<file path="src/rtl/uart_tx_arbiter.sv">
// -----------------------------------------------------------------------------
// uart_tx_arbiter
//
// Shares one UART transmitter among NREQ byte producers using round-robin
// arbitration. The winner's byte is captured in IDLE, launched with a
// single-cycle tx_start once the transmitter is not busy, and the grant is
// held until tx_done. A guard gap of GUARD cycles follows each frame before
// the next arbitration.
//
// Optional feature macro: UART_ARB_TIMEOUT_EN
//   When defined, a frame that sees no tx_done within TIMEOUT cycles of
//   tx_start is abandoned (no frame_done) and timeout_err is set until rst.
//   When undefined, WAIT_DONE waits indefinitely and timeout_err is tied 0.
//
// Ports:
//   clk2        in   clock, all logic on posedge
//   rst         in   synchronous active-high reset
//   req_valid   in   [NREQ]     per-requester byte pending, held until ready
//   req_data    in   [NREQ*DW]  requester i byte at [i*DW +: DW]
//   req_ready   out  [NREQ]     one-cycle capture pulse to the winner
//   tx_start    out             one-cycle launch pulse to the transmitter
//   tx_data     out  [DW]       byte being transmitted, stable until tx_done
//   tx_busy     in              transmitter is shifting a frame
//   tx_done     in              one-cycle pulse at end of stop bit
//   grant_id    out  [log2 NREQ] current/last granted requester
//   frame_done  out  [NREQ]     one-cycle completion pulse to the owner
//   busy        out             high in any state other than IDLE
//   timeout_err out             sticky frame timeout flag
// -----------------------------------------------------------------------------
module uart_tx_arbiter #(
  parameter int NREQ    = 4,
  parameter int DW      = 8,
  parameter int GUARD   = 2,
  parameter int TIMEOUT = 4096
) (
  input  logic                    clk2,
  input  logic                    rst,
  input  logic [NREQ-1:0]         req_valid,
  input  logic [NREQ*DW-1:0]      req_data,
  output logic [NREQ-1:0]         req_ready,
  output logic                    tx_start,
  output logic [DW-1:0]           tx_data,
  input  logic                    tx_busy,
  input  logic                    tx_done,
  output logic [$clog2(NREQ)-1:0] grant_id,
  output logic [NREQ-1:0]         frame_done,
  output logic                    busy,
  output logic                    timeout_err
);

  localparam int IDW = $clog2(NREQ);
  localparam int SW  = IDW + 1;
  localparam int GW  = (GUARD > 1) ? $clog2(GUARD) : 1;

  typedef enum logic [1:0] {
    IDLE      = 2'd0,
    LAUNCH    = 2'd1,
    WAIT_DONE = 2'd2,
    GAP       = 2'd3
  } state_e;

  state_e            state_q,      state_d;
  logic [IDW-1:0]    last_grant_q, last_grant_d;
  logic [IDW-1:0]    grant_id_q,   grant_id_d;
  logic [DW-1:0]     tx_data_q,    tx_data_d;
  logic [GW-1:0]     gap_cnt_q,    gap_cnt_d;
  logic [NREQ-1:0]   req_ready_q,  req_ready_d;
  logic              tx_start_q,   tx_start_d;
  logic [NREQ-1:0]   frame_done_q, frame_done_d;

`ifdef UART_ARB_TIMEOUT_EN
  localparam int TOW = $clog2(TIMEOUT + 1);
  logic [TOW-1:0]    to_cnt_q,      to_cnt_d;
  logic              timeout_err_q, timeout_err_d;
`endif

  // Round-robin pick: scan upward from last_grant+1 with wrap. scan_sum
  // carries one extra bit so last_grant+k never overflows before the wrap.
  logic              found;
  logic [IDW-1:0]    winner;
  logic [SW-1:0]     scan_sum;

  always_comb begin
    found    = 1'b0;
    winner   = '0;
    scan_sum = '0;
    for (int k = 1; k <= NREQ; k++) begin
      scan_sum = {1'b0, last_grant_q} + SW'(k);
      if (scan_sum >= SW'(NREQ)) begin
        scan_sum = scan_sum - SW'(NREQ);
      end
      if (!found && req_valid[scan_sum[IDW-1:0]]) begin
        found  = 1'b1;
        winner = scan_sum[IDW-1:0];
      end
    end
  end

  // Next-state and registered-output computation.
  always_comb begin
    state_d      = state_q;
    last_grant_d = last_grant_q;
    grant_id_d   = grant_id_q;
    tx_data_d    = tx_data_q;
    gap_cnt_d    = gap_cnt_q;
    req_ready_d  = '0;
    tx_start_d   = 1'b0;
    frame_done_d = '0;
`ifdef UART_ARB_TIMEOUT_EN
    to_cnt_d      = to_cnt_q;
    timeout_err_d = timeout_err_q;
`endif
    unique case (state_q)
      IDLE: begin
        if (found) begin
          grant_id_d          = winner;
          last_grant_d        = winner;
          tx_data_d           = req_data[int'(winner)*DW +: DW];
          req_ready_d[winner] = 1'b1;
          state_d             = LAUNCH;
        end
      end
      LAUNCH: begin
        if (!tx_busy) begin
          tx_start_d = 1'b1;
          state_d    = WAIT_DONE;
`ifdef UART_ARB_TIMEOUT_EN
          to_cnt_d   = '0;
`endif
        end
      end
      WAIT_DONE: begin
        // A tx_done coinciding with our own tx_start belongs to an earlier
        // frame and must not complete this one.
        if (tx_done && !tx_start_q) begin
          frame_done_d[grant_id_q] = 1'b1;
          gap_cnt_d                = '0;
          if (GUARD == 0) begin
            state_d = IDLE;
          end else begin
            state_d = GAP;
          end
        end
`ifdef UART_ARB_TIMEOUT_EN
        else if (to_cnt_q == TOW'(TIMEOUT - 1)) begin
          timeout_err_d = 1'b1;
          gap_cnt_d     = '0;
          if (GUARD == 0) begin
            state_d = IDLE;
          end else begin
            state_d = GAP;
          end
        end else begin
          to_cnt_d = to_cnt_q + TOW'(1);
        end
`endif
      end
      GAP: begin
        if (gap_cnt_q == GW'(GUARD - 1)) begin
          state_d = IDLE;
        end else begin
          gap_cnt_d = gap_cnt_q + GW'(1);
        end
      end
      default: state_d = IDLE;
    endcase
  end

  // State register boundary.
  always_ff @(posedge clk2) begin
    if (rst) begin
      state_q       <= IDLE;
      last_grant_q  <= IDW'(NREQ - 1);
      grant_id_q    <= '0;
      tx_data_q     <= '0;
      gap_cnt_q     <= '0;
      req_ready_q   <= '0;
      tx_start_q    <= 1'b0;
      frame_done_q  <= '0;
`ifdef UART_ARB_TIMEOUT_EN
      to_cnt_q      <= '0;
      timeout_err_q <= 1'b0;
`endif
    end else begin
      state_q       <= state_d;
      last_grant_q  <= last_grant_d;
      grant_id_q    <= grant_id_d;
      tx_data_q     <= tx_data_d;
      gap_cnt_q     <= gap_cnt_d;
      req_ready_q   <= req_ready_d;
      tx_start_q    <= tx_start_d;
      frame_done_q  <= frame_done_d;
`ifdef UART_ARB_TIMEOUT_EN
      to_cnt_q      <= to_cnt_d;
      timeout_err_q <= timeout_err_d;
`endif
    end
  end

  assign req_ready  = req_ready_q;
  assign tx_start   = tx_start_q;
  assign tx_data    = tx_data_q;
  assign grant_id   = grant_id_q;
  assign frame_done = frame_done_q;
  assign busy       = (state_q != IDLE);

`ifdef UART_ARB_TIMEOUT_EN
  assign timeout_err = timeout_err_q;
`else
  assign timeout_err = 1'b0;
`endif

endmodule

</file>
<file path="config.mk">
export PLATFORM = sky130hd
export DESIGN_NAME = uart_tx_arbiter
export DESIGN_NICKNAME = d
export VERILOG_FILES = /design/src/rtl/uart_tx_arbiter.sv
export SDC_FILE = /design/constraint.sdc
export NUM_CORES = 1
export LEC_CHECK = 0
export BUFFER_PORTS_ARGS = -buffer_cell sky130_fd_sc_hd__buf_2
export CELL_PAD_IN_SITES_DETAIL_PLACEMENT = 0
export CELL_PAD_IN_SITES_GLOBAL_PLACEMENT = 1
export CORE_ASPECT_RATIO = 1.4
export CORE_MARGIN = 2
export CORE_UTILIZATION = 37
export DETAILED_ROUTE_END_ITERATION = 16
export MAX_ROUTING_LAYER = met4
export PLACE_DENSITY_LB_ADDON = 0.1
export SYNTH_ARGS = -nofsm -noshare
export SYNTH_HDL_FRONTEND = slang
export SYNTH_SLANG_ARGS = --single-unit
export TNS_END_PERCENT = 20
</file>
<file path="constraint.sdc">
create_clock -name clk2 -period 3.9 [get_ports clk2]
set_input_delay 0.585 -clock clk2 [delete_from_list [all_inputs] [get_ports clk2]]
set_output_delay 0.585 -clock clk2 [all_outputs]
set_load 0.05 [all_outputs]
</file>
# Word level (Yosys, flattened, before mapping)
# Cells that the tools add are included.
# totals
ff_bits	24
# op_classes
add_sub_neg	9
order_cmp	12
eq_ne	7
n_shift	1
n_mux	33
bitwise	5
reduce_logical	19
# ops
operator	n
32-bit by 6-bit indexed part select with 8-bit output	1
2-bit 2-to-1 mux	12
2-bit by 3-bit < comparator with 1-bit output, second input constant	6
1-bit 2-to-1 mux	13
3-bit >= comparator, second input constant	4
1-bit binary-select mux with 2-bit select	4
2-bit != test, second input constant	4
2-bit one-hot mux with 4 select lines	1
2-bit by 1-bit subtractor with 2-bit output, second input constant	4
2-bit by 2-bit adder with 3-bit output, second input constant	2
1-bit logical AND	6
3-bit OR reduction	2
1-bit inverter	5
1-bit demux with 2-bit select	2
2-bit equality test, second input constant	2
2-bit by 1-bit >= comparator with 1-bit output, second input constant	2
1-bit zero test	4
2-bit AND reduction	2
4-bit AND reduction	1
2-bit nonzero test	2
2-bit by 1-bit adder with 3-bit output, second input constant	1
2-bit by 3-bit adder with 3-bit output, second input constant	1
2-bit by 1-bit equality test with 1-bit output, second input constant	1
2-bit zero test	1
other kinds (3)	3

# Depth between registers and ports, before layout
# Gate-level depths: netlist (run 1).
# logic_depth
word_depth	19
depth_mapped	7
ltp_nobuf	6

# Least setup slack after synthesis (run 1)
# No wires, ideal clock.
# synth_timing
path_type	register to register
start	register state_q[0]
end	register tx_data_q[2], in the netlist tx_data[2]
arrival_time_ns	1.812
t_required_ns	3.772
setup_slack_ns	1.960
stages_incl_launch_ff	8
path_buffers	1
period_less_slack_ns	1.940
cell_sequence	dfxtp_1 -> inv_1 -> ha_1 -> inv_1 -> or4_4 -> buf_6 -> a211oi_2 -> a211oi_2
# synth_via
elab_chain_cells	2
# synth_rtl
element	line	rtl
start, declared	62	state_e state_q, state_d;
start signal, assigned	185	state_q <= state_d;
2-bit zero test	113	unique case (state_q)
2-bit AND reduction (no source line)	n/a	
end signal, assigned	188	tx_data_q <= tx_data_d;
end, declared	65	logic [DW-1:0] tx_data_q, tx_data_d;
# Every way passes these cells.
# A chain may end at the register's enable or synchronous reset.

# Final worst setup path (run 1)
# layout_timing
start	register state_q[0]
end	register req_ready_q[0], in the netlist req_ready[0]
# layout_via
elab_chain_cells	3
# layout_rtl
element	line	rtl
2-bit zero test	113	
1-bit inverter (no source line)	n/a	
3-bit OR reduction (no source line)	n/a	
end signal, assigned	190	req_ready_q <= req_ready_d;
end, declared	67	logic [NREQ-1:0] req_ready_q, req_ready_d;
# Every way passes these cells.

==> run summary, run 1 <==
Outcome = finished, final reports clean
Post-synth top area share = 33.92%
Sequential fraction of the synthesis area = 33.92%
Fill count = 382
Routed via count = 1228
Main combinational cell family by area after synthesis = compound AO/OA/AOI/OAI gates
Die width = 56.29 um
Worst EP arrival = 2.35 ns
Startpoint Class = flop
Antenna violations before repair = 0
Design Power = 1391 uW
Clock root cell = clkbuf_8
Post-Synth Adder-Cell Area = 4.417%
RSZ-0062 raised after global routing = false
Hold_buf cts = 0
Max Fclk = 461.7 MHz
Final hold slack = 0.4928 ns
Yosys cell types = 37
Die height = 77.21 um
Vias in the first global route = 1241
Total wire length = 3.352 mm
Worst hold path cell count = 2
Port bufs = 59
Worst-Skew Late Latency = 0.26 ns
Post-Synthesis Cells = 145
Critical Path RT = 4.09 ns
Ratio of cells with drive above 1 in the final layout = 42.71%
Crit Path Max Fanout = 11
I/O pin count = 61
Multi-input logic area = 798.3 sq um
Row Count = 26
Syn_nets = 190
RR Endpoint = req_ready[0]
Leak = 0.0008380 uW
Top post-synthesis cells by area = dfxtp_1 (34%), a211oi_2 (14%), mux2i_1 (7.1%)
Total gr overflow = 0
R2R cell count = 6
Max-slew headroom = 55.46%
Core area = 0.003676 sq mm
WS Path Type = flop to flop
Global-route usage over all layers = 16.83%
Synth Area in Simple Gates = 12.99%
Worst VDD drop = 477.3 uV
First-pass GRT wire length = 5.733 mm
Reg-to-Reg Start = state_q[0]
Endpoints failing hold = 0
Hold Startpoint = tx_busy
Hold crit path type = input pin to flop
Final period util = 55.54%
Drt first pass iters = 2
Warnings, synthesis = 0
TritonCTS Sinks = 24
H-tree depth = 1
Reg2reg setup slack = 1.73 ns
Initial DRC count = 37
Maxcap violations = 0
Total CTS buffers = 3
Antenna Violating Nets Remaining = 0
PwrDens = 791.1 mW/mm^2
Clock Skew = 0.002105 ns
Vias per inst = 5.095
Multiplexer area fraction after synthesis = 7.067%
DRC Markers = 0
Post-CTS Setup Bufs = 0
Hold Path End = tx_start
CTS tree = yes
DP HPWL = 2.628 mm
Routability cong. = 0.8781
Initial cell density of the core = 38.53%
# diodes = 0
Drt wl/cell = 13.91 um
CP Capture Type = flop
Avg Synthesized Cell Area = 9.768 sq um
Clock tree buffer depth = 2
Area grow syn2layout = 24.12%
XOR/XNOR share of the synthesized area = 0%
Final setup violation count = 0
FF+latch area = 480.5 sq um
Worst-path clk slew = 0.09 ns
Post-cts sizing count = 0
Synthesized area = 0.001416 sq mm
Compound-cell area share of the yosys netlist = 31.63%
NumNets Final = 245
Setup TNS = 0 ns
Flops & latches, synth = 24
Max-slew violation count = 0
Top cell type by total area after synthesis = dfxtp_1
Die ar. = 0.004346 sq mm
Worst-Margin Slew = 0.6657 ns
Post-route minimum period = 2.166 ns
Largest net degree at the start of global routing = 24
cell usage after synthesis, drive strengths merged:
master,count
a211oi,27
dfxtp,24
inv,16
mux2i,10
o21bai,9
nor2,8
buf,6
nand2,6
ha,5
nor3,4
o21ai,4
a21oi,3
clkbuf,3
nor3b,3
nand2b,2
nor4,2
a21o,1
a22oi,1
and3,1
and3b,1
conb,1
nand3,1
nand3b,1
nor2b,1
nor4b,1
o211ai,1
o22ai,1
o31a,1
or4,1
sequential cells by signal, summed over array words and instances (netlist names):
signal and flops:
tx_data 8, grant_id 2, req_ready 4, last_grant_q 2, gap_cnt_q 1, frame_done 4
tx_start 1, state_q 2
layer usage:
layer	up-vias	wire length [um]	GRT usage, %
li1	630	-	-
met1	557	1461	19.50
met2	36	1667	29.41
met3	5	183	2.867
met4	0	39	5.000
met5	-	0	-
layout by cell type, fill, tap and decap left out, types with 2 or more instances in the layout:
| master | Yosys | routed |
|---|---|---|
| clkbuf_8 | 0 | 3 |
| mux2i_1 | 10 | 10 |
| a211oi_1 | 11 | 11 |
| dfxtp_1 | 24 | 24 |
| inv_1 | 16 | 16 |
| nand2b_1 | 2 | 2 |
| nor3b_1 | 2 | 2 |
| nor2_1 | 8 | 8 |
| a211oi_2 | 16 | 16 |
| nor3_1 | 3 | 3 |
| nand2_1 | 6 | 6 |
| nor4_1 | 2 | 2 |
| o21bai_1 | 9 | 9 |
| buf_2 | 1 | 59 |
| o21ai_1 | 2 | 2 |
| ha_1 | 5 | 5 |
| a21oi_1 | 3 | 3 |
power breakdown:
group          switching, uW  internal (uW)  leakage, uW
Sequential              67.7            328     0.000198
Clock                   79.4            137    0.0000357
Combinational            543            236     0.000605
worst max-delay path: stages (launching register included):
cell and delay, ns:
dfxtp_1 0.34, inv_1 0.12, ha_1 0.20, inv_1 0.07
nor2_1 0.53, o31a_1 0.59, nor3b_1 0.24
area by class of cell:
type | count | area share [%]
clock buffer | 3 | 2.349
clock inverter | 1 | 1.708
inverter | 16 | 3.416
multi-input combinational | 96 | 45.41
sequential | 24 | 27.33
tap | 42 | 2.989
timing repair buffer | 59 | 16.80
stage by stage:
step	util [%]	cells	area, sq um	setup slack (ns)
final	47.82	241	1758	1.734
after global routing	47.82	241	1758	1.435
after CTS	47.82	241	1758	1.705
after detailed placement	45.88	237	1687	1.665
after global placement	45.88	237	1687	1.689
after floorplan	-	145	1416	1.960
logic make-up after synthesis:
group | count (synthesis)
fa+ha+maj | 5
other cells | 1
buf+inv | 25
simple gates | 32
flops | 24
compound gates | 48
mux | 10
worst max-delay path by stage:
| stage | startpoint | endpoint | slack [ns] | cells after the start |
|---|---|---|---|---|
| after CTS | state_q[0] | req_ready[0] | 1.70 | 6 |
| after floorplan | state_q[0] | tx_data[2] | 1.96 | 7 |
| final | state_q[0] | req_ready[0] | 1.73 | 6 |
| after global placement | req_valid[3] | req_ready[0] | 1.69 | 5 |
| after global routing | state_q[0] | req_ready[0] | 1.43 | 6 |
| after detailed placement | req_valid[3] | req_ready[0] | 1.66 | 5 |
Note: power is estimated with default switching activity, not from simulation.
==> inputs of run 2 (changes only) <==
CORE_UTILIZATION = 34   (was 37)
clock period = 2.3 ns   (was 3.9 ns; I/O delays follow)
==> run summary, run 2 (same netlist as run 1, synthesis figures left out) <==
Largest net degree at the start of global routing = 24 (unchanged)
Design Power = 2381 uW (+71%)
Worst VDD drop = 1071 uV (+120%)
Routability cong. = 0.7634 (-13%)
Worst-Margin Slew = 0.5881 ns (-0.07757 ns)
Die height = 80.37 um (+4.1%)
DRC Markers = 0 (unchanged)
Cell Area, Placed = 0.001695 sq mm (+0.52%)
CP Capture Type = flop
Clock Skew = 0.003145 ns (+0.001040 ns)
Grt peak-use layer = met2
RR Endpoint = tx_data[6]
Final period util = 82.08% (+27 points)
Area grow syn2layout = 24.73%
Startpoint Class = flop
Met3 Use GR = 2.899% (+0.032 points)
Total CTS buffers = 3 (unchanged)
Setup slack at placement = 0.4055 ns (-1.259 ns)
First-pass GRT wire length = 5.278 mm (-7.9%)
Critical path's slowest cell = dfxtp_1
Max Fclk = 529.7 MHz (+15%)
Commonest non-fill, non-tap cell in the layout = buf_2
Leak = 0.0008427 uW (+0.57%)
# diodes = 0 (unchanged)
Worst EP arrival = 2.02 ns (-0.33 ns)
GR met2 Demand/Resource = 25.73% (-3.7 points)
NumNets Final = 246 (+0.41%)
Drt first pass iters = 4 (+2)
R2R cell count = 5 (-1)
Flop pwr share = 28.1% (-0.3 points)
Max-slew violation count = 0 (unchanged)
Cell mode on critical path = a211oi_2
Worst-path cell chain = mux2i_1, o22ai_4, a21o_4, a211oi_2, a211oi_2
Hold_buf cts = 0 (unchanged)
Clock root cell = clkbuf_8
Worst-path clk slew = 0.09 ns (about the same)
Final setup violation count = 0 (unchanged)
GR Util met1 = 15.98% (-3.5 points)
Post-CTS Setup Bufs = 0 (unchanged)
Hold crit path type = input pin to flop
Fin area = 0.001767 sq mm (+0.50%)
Most frequent cells in the layout = buf_2 (59), dfxtp_1 (24), inv_1 (16), a211oi_2 (16), a211oi_1 (11)
Initial DRC count = 30 (-19%)
Vias per inst = 5.132 (+0.71%)
Hold Path End = tx_start
Reg-to-Reg Start = last_grant_q[1]
Antenna violations before repair = 0 (unchanged)
Global-route usage over all layers = 14.72% (-2.1 points)
Worst hold path cell count = 2 (unchanged)
Initial cell density of the core = 35.83% (-2.7 points)
Total gr overflow = 0 (unchanged)
Switching share of total power = 49.40% (-0.19 points)
Multi-input logic area = 798.3 sq um (unchanged)
Die ar. = 0.004705 sq mm (+8.3%)
I/O pin count = 61 (unchanged)
Buf/Inv on CP = 0 (-2)
Port bufs = 59 (unchanged)
Routed via count = 1247 (+1.5%)
Crit Path Max Fanout = 20 (+9)
Reg2reg setup slack = 0.41 ns (-1.32 ns)
Clock tree buffer depth = 2 (unchanged)
Crit. Startpoint = last_grant_q[1]
Final Worst Setup Slack = 0.4122 ns (-1.322 ns)
Logic gate share of total power = 56.4% (+0.4 points)
Fill count = 407 (+6.5%)
Internal power = 1205 uW (+72%)
Die width = 58.55 um (+4.0%)
Vias in the first global route = 1199 (-3.4%)
Delay of the slowest critical-path stage = 0.52 ns (-0.07 ns)
CTS tree = yes
Core area = 0.003953 sq mm (+7.5%)
Max reg flops = 8 (unchanged)
Post-route minimum period = 1.888 ns (-0.2781 ns)
Antenna Violating Nets Remaining = 0 (unchanged)
Max-slew headroom = 60.79% (+5.3 points)
DP HPWL = 2.616 mm (-0.46%)
Ratio of cells with drive above 1 in the final layout = 43.00% (+0.29 points)
Worst-Skew Late Latency = 0.26 ns (about the same)
Outcome = finished, final reports clean
Maxcap violations = 0 (unchanged)
Psw = 1176 uW (+71%)
WS Path Type = flop to flop
Final hold slack = 0.2453 ns (-0.2475 ns)
Row Count = 27 (+3.8%)
TritonCTS Sinks = 24 (unchanged)
PwrDens = 1348 mW/mm^2 (+70%)
RSZ-0062 raised after global routing = false
FF+latch area = 480.5 sq um (unchanged)
Critical Path RT = 2.43 ns (-1.66 ns)
Kind of cell adding the most delay to the critical path = compound AO/OA/AOI/OAI gates
Endpoints failing hold = 0 (unchanged)
Setup TNS = 0 ns (unchanged)
Drt wl/cell = 13.82 um (-0.62%)
Hold Startpoint = tx_busy
Critical Path Stages = 5 (-1)
Total wire length = 3.359 mm (+0.21%)
H-tree depth = 1 (unchanged)
Post-cts sizing count = 0 (unchanged)
Clock Power Share = 15.5% (about the same)
run 2: cell count changes in the layout (fill, tap and decap cells not counted), sizes merged:
cell,change
buf,+1
run 2: final cells by class:
type,instances,share of cell area (%)
sequential,24,27.20
clock inverter,1,1.700
timing repair buffer,60,17.14
multi-input combinational,96,45.18
clock buffer,3,2.337
tap,43,3.045
inverter,16,3.399
run 2: power by group through the flow:
stage / logic, uW / clock network (uW) / registers [uW]
final: 1340 / 369 / 669
after global routing: 1440 / 398 / 688
after CTS: 1360 / 381 / 668
after detailed placement: 1360 / 0 / 678
after global placement: 1350 / 0 / 666
after floorplan: 796 / 0 / 1000
run 2: worst max path at each step:
stage / to / slack, ns
6_report: tx_data[6] / 0.41
3_5_place_dp: tx_data[6] / 0.41
5_1_grt: tx_data[6] / 0.30
3_3_place_gp: tx_data[3] / 0.50
4_1_cts: tx_data[6] / 0.39
2_1_floorplan: tx_data[2] / 0.36
run 2: per-layer routing:
metal / vias up / share of wire [%]
li1: 633 / -
met1: 575 / 42
met2: 35 / 51
met3: 4 / 6.0
met4: 0 / 1.1
met5: - / 0
run 2: metrics by stage:
step / instances / util, %
after CTS: 243 / 44.70
after global routing: 243 / 44.70
after detailed placement: 239 / 42.89
after floorplan: 145 / -
after global placement: 239 / 42.89
final: 243 / 44.70
